### config.mk
export PLATFORM = sky130hd
export DESIGN_NAME = ring_phase_monitor
export DESIGN_NICKNAME = d
export VERILOG_FILES = /design/src/rtl/ring_phase_monitor.sv
export SDC_FILE = /design/constraint.sdc
export NUM_CORES = 1
export LEC_CHECK = 0
export ABC_AREA = 1
export ABC_CLOCK_PERIOD_IN_PS = 1300
export CORE_ASPECT_RATIO = 2
export CORE_MARGIN = 5
export CORE_UTILIZATION = 48
export DETAILED_ROUTE_END_ITERATION = 10
export HOLD_SLACK_MARGIN = 0.05
export MAX_ROUTING_LAYER = met4
export PLACE_DENSITY = 0.84
export REMOVE_ABC_BUFFERS = 1
export SETUP_SLACK_MARGIN = 0.1
export SYNTH_ARGS = -nofsm -noshare
export SYNTH_HDL_FRONTEND = slang
export SYNTH_SLANG_ARGS = --single-unit
### constraint.sdc
create_clock -name clk -period 1.3 [get_ports clk]
set_input_delay 0.13 -clock clk [delete_from_list [all_inputs] [get_ports clk]]
set_output_delay 0.13 -clock clk [all_outputs]
set_load 0.02 [all_outputs]
### src/rtl/ring_phase_monitor.sv
// ring_phase_monitor: watches a one-hot ring counter phase vector. It checks
// that every sample is one-hot and is a right-rotation of the previous one.
// It reports the binary phase index, lock status, revolution pulses/count and
// a saturating error count.
// Optional build macro RING_PHASE_MON_SNAP_EN adds the last_bad output. That
// port holds the first bad sample seen since reset or clr.
module ring_phase_monitor #(
  parameter int N        = 4,
  parameter int IDX_W    = 2,
  parameter int LOCK_CNT = 4,
  parameter int ERR_W    = 8,
  parameter int REV_W    = 8
) (
  input  logic             clk,
  input  logic             rst_n,
  input  logic             clr,
  input  logic             phase_vld,
  input  logic [N-1:0]     phase_in,
  output logic [IDX_W-1:0] idx,
  output logic             idx_vld,
  output logic             locked,
  output logic             fault,
  output logic [ERR_W-1:0] err_cnt,
  output logic             wrap_pulse,
  output logic [REV_W-1:0] rev_cnt
`ifdef RING_PHASE_MON_SNAP_EN
  ,
  output logic [N-1:0]     last_bad
`endif
);

  typedef enum logic [1:0] {
    IDLE  = 2'd0,
    ACQ   = 2'd1,
    LOCK  = 2'd2,
    FAULT = 2'd3
  } state_e;

  state_e           state_q, state_d;
  logic [3:0]       good_q, good_d;
  logic [N-1:0]     prev_q;
  logic [IDX_W-1:0] idx_q;
  logic             idx_vld_q;
  logic             fault_q;
  logic [ERR_W-1:0] err_q;
  logic             wrap_q;
  logic [REV_W-1:0] rev_q;

  logic             onehot;
  logic [N-1:0]     exp_vec;
  logic             match;
  logic [IDX_W-1:0] pos;
  logic             accept;
  logic             bad;
  logic             wrap_d;
  logic             fault_set;

  // Classify the incoming sample: one-hot test, expected rotation, bit position
  always_comb begin
    onehot  = (phase_in != '0) &&
              ((phase_in & (phase_in - {{(N-1){1'b0}}, 1'b1})) == '0);
    exp_vec = {prev_q[0], prev_q[N-1:1]};
    match   = onehot && (phase_in == exp_vec);
    pos     = '0;
    for (int i = 0; i < N; i++) begin
      if (phase_in[i]) begin
        pos = IDX_W'(i);
      end
    end
  end

  // State register; clr returns the FSM to IDLE just like reset
  always_ff @(posedge clk or negedge rst_n) begin
    if (!rst_n) begin
      state_q <= IDLE;
      good_q  <= '0;
    end else if (clr) begin
      state_q <= IDLE;
      good_q  <= '0;
    end else begin
      state_q <= state_d;
      good_q  <= good_d;
    end
  end

  // Next-state logic: acquire LOCK_CNT good rotations, then hold lock
  always_comb begin
    state_d = state_q;
    good_d  = good_q;
    if (phase_vld) begin
      case (state_q)
        IDLE, FAULT: begin
          if (onehot) begin
            state_d = ACQ;
            good_d  = '0;
          end
        end
        ACQ: begin
          if (match) begin
            good_d = good_q + 4'd1;
            if (good_q + 4'd1 == 4'(LOCK_CNT)) begin
              state_d = LOCK;
            end
          end else if (onehot) begin
            good_d = '0;
          end else begin
            state_d = IDLE;
          end
        end
        LOCK: begin
          if (!match) begin
            state_d = FAULT;
          end
        end
        default: state_d = IDLE;
      endcase
    end
  end

  // Output decode: which events this sample produces
  always_comb begin
    accept    = phase_vld && onehot;
    bad       = phase_vld && (!onehot || (!match && (state_q == ACQ || state_q == LOCK)));
    wrap_d    = phase_vld && (state_q == LOCK) && match && phase_in[N-1];
    fault_set = phase_vld && (state_q == LOCK) && !match;
  end

  // Sample history, pulses and counters; clr discards the current sample
  always_ff @(posedge clk or negedge rst_n) begin
    if (!rst_n) begin
      prev_q    <= '0;
      idx_q     <= '0;
      idx_vld_q <= 1'b0;
      fault_q   <= 1'b0;
      err_q     <= '0;
      wrap_q    <= 1'b0;
      rev_q     <= '0;
    end else if (clr) begin
      prev_q    <= '0;
      idx_q     <= '0;
      idx_vld_q <= 1'b0;
      fault_q   <= 1'b0;
      err_q     <= '0;
      wrap_q    <= 1'b0;
      rev_q     <= '0;
    end else begin
      idx_vld_q <= accept;
      wrap_q    <= wrap_d;
      if (accept) begin
        prev_q <= phase_in;
        idx_q  <= pos;
      end
      if (bad && (err_q != '1)) begin
        err_q <= err_q + {{(ERR_W-1){1'b0}}, 1'b1};
      end
      if (wrap_d) begin
        rev_q <= rev_q + {{(REV_W-1){1'b0}}, 1'b1};
      end
      if (fault_set) begin
        fault_q <= 1'b1;
      end
    end
  end

`ifdef RING_PHASE_MON_SNAP_EN
  logic [N-1:0] snap_q;
  logic         snap_seen_q;

  // Capture only the first bad sample after reset or clr
  always_ff @(posedge clk or negedge rst_n) begin
    if (!rst_n) begin
      snap_q      <= '0;
      snap_seen_q <= 1'b0;
    end else if (clr) begin
      snap_q      <= '0;
      snap_seen_q <= 1'b0;
    end else if (bad && !snap_seen_q) begin
      snap_q      <= phase_in;
      snap_seen_q <= 1'b1;
    end
  end

  assign last_bad = snap_q;
`endif

  assign idx        = idx_q;
  assign idx_vld    = idx_vld_q;
  assign locked     = (state_q == LOCK);
  assign fault      = fault_q;
  assign err_cnt    = err_q;
  assign wrap_pulse = wrap_q;
  assign rev_cnt    = rev_q;

endmodule

## Word-level counts from Yosys, hierarchy flattened

Index checks and enable logic that the tools add are counted.
W data, S select, Z words.

| storage, ports and cells | value |
|---|---|
| bits in registers | 31 |
| output and inout bits | 22 |
| memory bits (writable) | 0 |
| latch bits | 0 |
| bits of input ports | 8 |
| memories | 0 |
| word-level logic and storage cells | 78 |
| ROM bits | 0 |

| cells by class | value |
|---|---|
| reduce and logical (&&, ||, !) cells | 26 |
| multiply operators | 0 |
| order comparisons | 0 |
| bitwise logic cells | 1 |
| shift operators | 0 |
| equal/unequal tests | 10 |
| add/sub/neg operators | 4 |
| divide/modulo/power cells | 0 |
| multiplexer cells | 28 |

Operator list:

| cell | count |
|---|---|
| $mux W8 | 4 |
| $mux W4 | 6 |
| $mux W2 | 11 |
| $add A8 B1 Y8 const B | 2 |
| $logic_and A1 B1 Y1 | 10 |
| $reduce_bool A2 Y1 | 5 |
| $ne A4 B4 Y1 const B | 2 |
| $ne A8 B8 Y1 const B | 1 |
| $pmux W4 S2 | 1 |
| $ne A3 B3 Y1 const B | 2 |
| $pmux W2 S3 | 1 |
| $mux W1 | 5 |
| $reduce_and A5 Y1 | 1 |
| $add A4 B1 Y4 const B | 1 |
| $and A4 B4 Y4 | 1 |
| $eq A2 B2 Y1 const B | 2 |
| $eq A4 B3 Y1 const B | 1 |
| $eq A4 B4 Y1 | 1 |
| $logic_not A4 Y1 | 1 |
| $reduce_bool A4 Y1 | 1 |
| $sub A4 B1 Y4 const B | 1 |
| $reduce_bool A3 Y1 | 1 |
| $eq A2 B1 Y1 const B | 1 |
| $logic_not A1 Y1 | 2 |
| other kinds (4) | 5 |

## Depth between registers and ports, before layout

| depth | value |
|---|---|
| depth in word-level cells | 12 |
| mapped depth | 12 |
| mapped depth without buffers | 12 |

## Worst setup path after synthesis

No wires, ideal clock.

| path | value |
|---|---|
| kind | reg-to-reg |
| from | register err_q[1] (netlist: err_cnt[1]) |
| to | register err_q[5] (netlist: err_cnt[5]) |
| library setup time | 0.120 ns |
| cell stages (with the launch flop) | 10 |
| path buffers | 1 |
| path slack | -0.274 ns |
| arrival | 1.454 ns |
| required time | 1.180 ns |
| period minus slack after synthesis | 1.574 ns |
| cells stage by stage | dfrtp_1 > ha_1 > nand3_1 > nor2_1 > nand4_1 > nand4_2 > nand2_2 > buf_6 > nand2_1 > o21ai_2 |

| on the way | value |
|---|---|
| word-level cells in the longest chain between the ends | 3 |
| elaborated cells on any way between the ends | 6 |
| classes of those cells | 1 x add/sub; 1 x eq/ne; 2 x mux; 2 x reduce/logical |

RTL lines:

| what | RTL line | text |
|---|---|---|
| from (decl) | 45 | `logic [ERR_W-1:0] err_q;` |
| from (signal assigned) | 154 | `err_q <= err_q + {{(ERR_W-1){1'b0}}, 1'b1};` |
| $add A8 B1 Y8 or $ne A8 B8 Y1 (tied branches) | 154, 153 |  |
| $mux W8 or $logic_and A1 B1 Y1 (tied branches) | 153 | `if (bad && (err_q != '1)) begin` |
| $mux W8 or $reduce_bool A2 Y1 (tied branches) | n/a |  |

Several ways; a longest one is shown, not always the timed one. The select of a mux whose other input is x is not followed.
A chain may end at the register's enable or synchronous reset.

## Final worst setup path

Same ends and word-level chain as after synthesis.

==> metrics.txt <==
status complete, but fails checks; violations in the final reports setup timing; number of antenna violations at the first check in global routing 0; total number of H-tree levels 2; count of mapped cells out of synthesis 238; number of primary I/O pins 30; setup repair after global routing missed its margin true; top library cells by usage in the layout, fill and taps aside nand2_1, buf_4, dfrtp_1; share of the cycle needed by the critical path after routing 1.25; via-per-instance ratio 5.40; TritonCTS clock tree done; placed cell count 356; floorplan die width 53.5 um; normalized max-slew margin 0.791; Comb pwr share 0.242; maximum number of pins on one net before global-route repair 32; cell occurring most often along the worst timing path buf_4; Synth cell types 30; core occupancy in the finished layout 0.797; arrival time worst endpoint 1.84 ns; slowest cell delay on critical path 0.42 ns; internal power of the cells 2.08 mW; CTS buffer count 5; number of enable flip-flop cells after synthesis 0; Post-Place Cell Area 2500 um2; total standard cell area after synthesis 1820 um2; sum of negative setup slack -3.88 ns; most common cell after layout, fill and taps aside nand2_1; effective utilization at floorplan 0.499; Post-Route Hold Slack 0.205 ns; Total Die Area 5190 um2; register bit total from synthesis 31; global-route wire length before repair 9030 um; top cells by area in the synthesized netlist dfrtp_1, nand2_1, inv_1; kind of start point of the critical path flip-flop; Crit path max-delay family simple AND/OR/NAND/NOR gates; vias after detailed routing 2010; buffering stage count on the worst path with inverters included 2; clock latency on the worst-skew pair 0.29 ns; number of warnings issued by yosys 0; FFs w/ async S/R, synth 1.00; row count 31; Critical Path Sink Type flip-flop; final setup slack of the worst path -0.322 ns; leading register cell type out of synthesis dfrtp_1; number of iterations in the first detailed-routing pass 4; CP max-delay cell dfrtp_1; antenna cells 0; Root Driver clkbuf_8; worst supply voltage drop on vdd 0.828 mV; biggest fanout along the worst timing path 4; detailed-route wire length per cell 16.1 um; final instance count without filler cells 372; share of synthesized area occupied by flip-flops and latches 0.427; start-to-end type of the worst setup path reg2reg; # setup viols final 23; clock tree buffer depth 2; Switching Power 0.798 mW; crit-path cells buf_4 > buf_4 > nand2_1 > nor3_1 > xor2_1 > nor2_1 > nand2_4 > o21ai_2; area inside the core boundary 3650 um2; part of the power in the clock network 0.397; Area Growth Syn to Fin 59.8%; Final Hold Vio Count 0; gr usage total 0.234; estimated wirelength of the detail-placed design 3430 um; count of port buffers added during placement 29; ANT nets after route 0; Fill cells 231; type of the most critical hold path in2async; sw frac 0.277; overflow left after global routing 0; share of Yosys cell area claimed by the top area cell type 0.427; final weighted congestion in routability-driven placement 0.895; post-route cell area 2910 um2; Final Max Tran Viols 0; total number of clock tree sinks 31; average cell area after synthesis 7.64 um2; Tmin final 1.62 ns; highest attainable clock frequency 616 MHz; number of nets in the layout 335; Worst Tran Pin Value 0.312 ns; Worst-path clk slew 0.07 ns; DRT iter0 DRCs 88; cell area power density 991 nW/um2; endpoint required time on the critical path 1.52 ns; fraction of layout cells with a size suffix above 1 0.421; dominant cell type by area after synthesis dfrtp_1; detailed-route DRC error count 0; Leak 1.47 nW; Vert. Die Dim 97.0 um; final WL 6000 um; relative contribution of sequential cells to total power 0.361; Worst Skew 0.00585 ns; vias in the first global route 1973; maximum capacitance violations 0
-- routing by layer --
layer	GRT usage	wire length [um]	up-vias
met5	-	0	-
met3	0.0431	328	32
met2	0.390	3210	103
li1	-	-	926
met1	0.257	2140	949
met4	0.108	320	0
-- metrics by stage --
step / power (mW) / setup slack [ns]
finish: 2.88 / -0.322
global route: 2.99 / -0.368
global placement: 1.56 / -0.500
CTS: 2.80 / -0.162
floorplan: 1.29 / -0.351
detailed placement: 1.57 / -0.532
-- logic make-up after synthesis --
logic type / after synthesis / synth area share
AOI/OAI and AO/OA: 24 / 0.0798
xor gates and xnor gates: 13 / 0.0626
adders and majority gates: 5 / 0.0344
buffers and inverters: 37 / 0.0812
DFF: 31 / 0.427
and+or+nand+nor: 128 / 0.315
-- power by group through the flow --
stage               combinational, mW  clock (mW)  sequential [mW]
floorplan                       0.214           0             1.07
global placement                0.526           0             1.04
detailed placement              0.533           0             1.04
CTS                             0.623        1.15             1.03
global route                    0.742        1.21             1.04
finish                          0.698        1.14             1.04
-- final timing paths --
| path | end | slack [ns] | start | cells past startpoint |
|---|---|---|---|---|
| worst max-delay path | err_cnt[5]$_DFFE_PN0P_ | -0.32 | err_cnt[1]$_DFFE_PN0P_ | 8 |
| worst min-delay path | wrap_pulse$_DFF_PN0_ | 0.20 | rst_n | 2 |
| worst max register to register | err_cnt[5]$_DFFE_PN0P_ | -0.32 | err_cnt[1]$_DFFE_PN0P_ | 8 |
| worst min register to register | good_q[3]$_DFFE_PN0P_ | 0.54 | good_q[3]$_DFFE_PN0P_ | 2 |
| max in group asynchronous | state_q[0]$_DFFE_PN0P_ | 0.90 | rst_n | 2 |
| min in group clk | prev_q[1]$_DFFE_PN0P_ | 0.21 | phase_in[1] | 3 |
-- Yosys cell counts, types with 2 or more instances --
library cell / number
a21oi_1: 3
xor2_1: 10
o21ai_2: 2
nand4_1: 4
inv_2: 6
nor2_1: 21
nand3_1: 18
o22ai_1: 6
nor3_1: 4
xnor2_1: 3
nand2_2: 5
nor2_4: 2
inv_1: 26
o21ai_0: 7
o21ai_1: 2
ha_1: 5
clkinv_1: 2
dfrtp_1: 31
nand2_1: 69
o211ai_1: 2
-- sequential cells by signal (all words and copies together) (netlist names) --
register / cells
rev_cnt: 8
err_cnt: 8
idx_vld: 1
idx: 2
prev_q: 4
fault: 1
state_q: 2
wrap_pulse: 1
good_q: 4
-- final cells by class --
class	count	area, um2	share of cell area
flip-flops and latches	31	777	0.267
inverters	34	138	0.0474
clock buffers	6	72.6	0.0250
well taps	49	61.3	0.0211
repair buffers	80	669	0.230
clock inverters	2	60.1	0.0207
multi-input cells	170	1130	0.388
-- what timing repair did --
action,CTS,global route
resized for setup,89,51
setup endpoints to repair,53,40
buffers inserted,5,3
hold buffers,0,0
pin swaps,14,18
(Power assumes the default switching activity.)
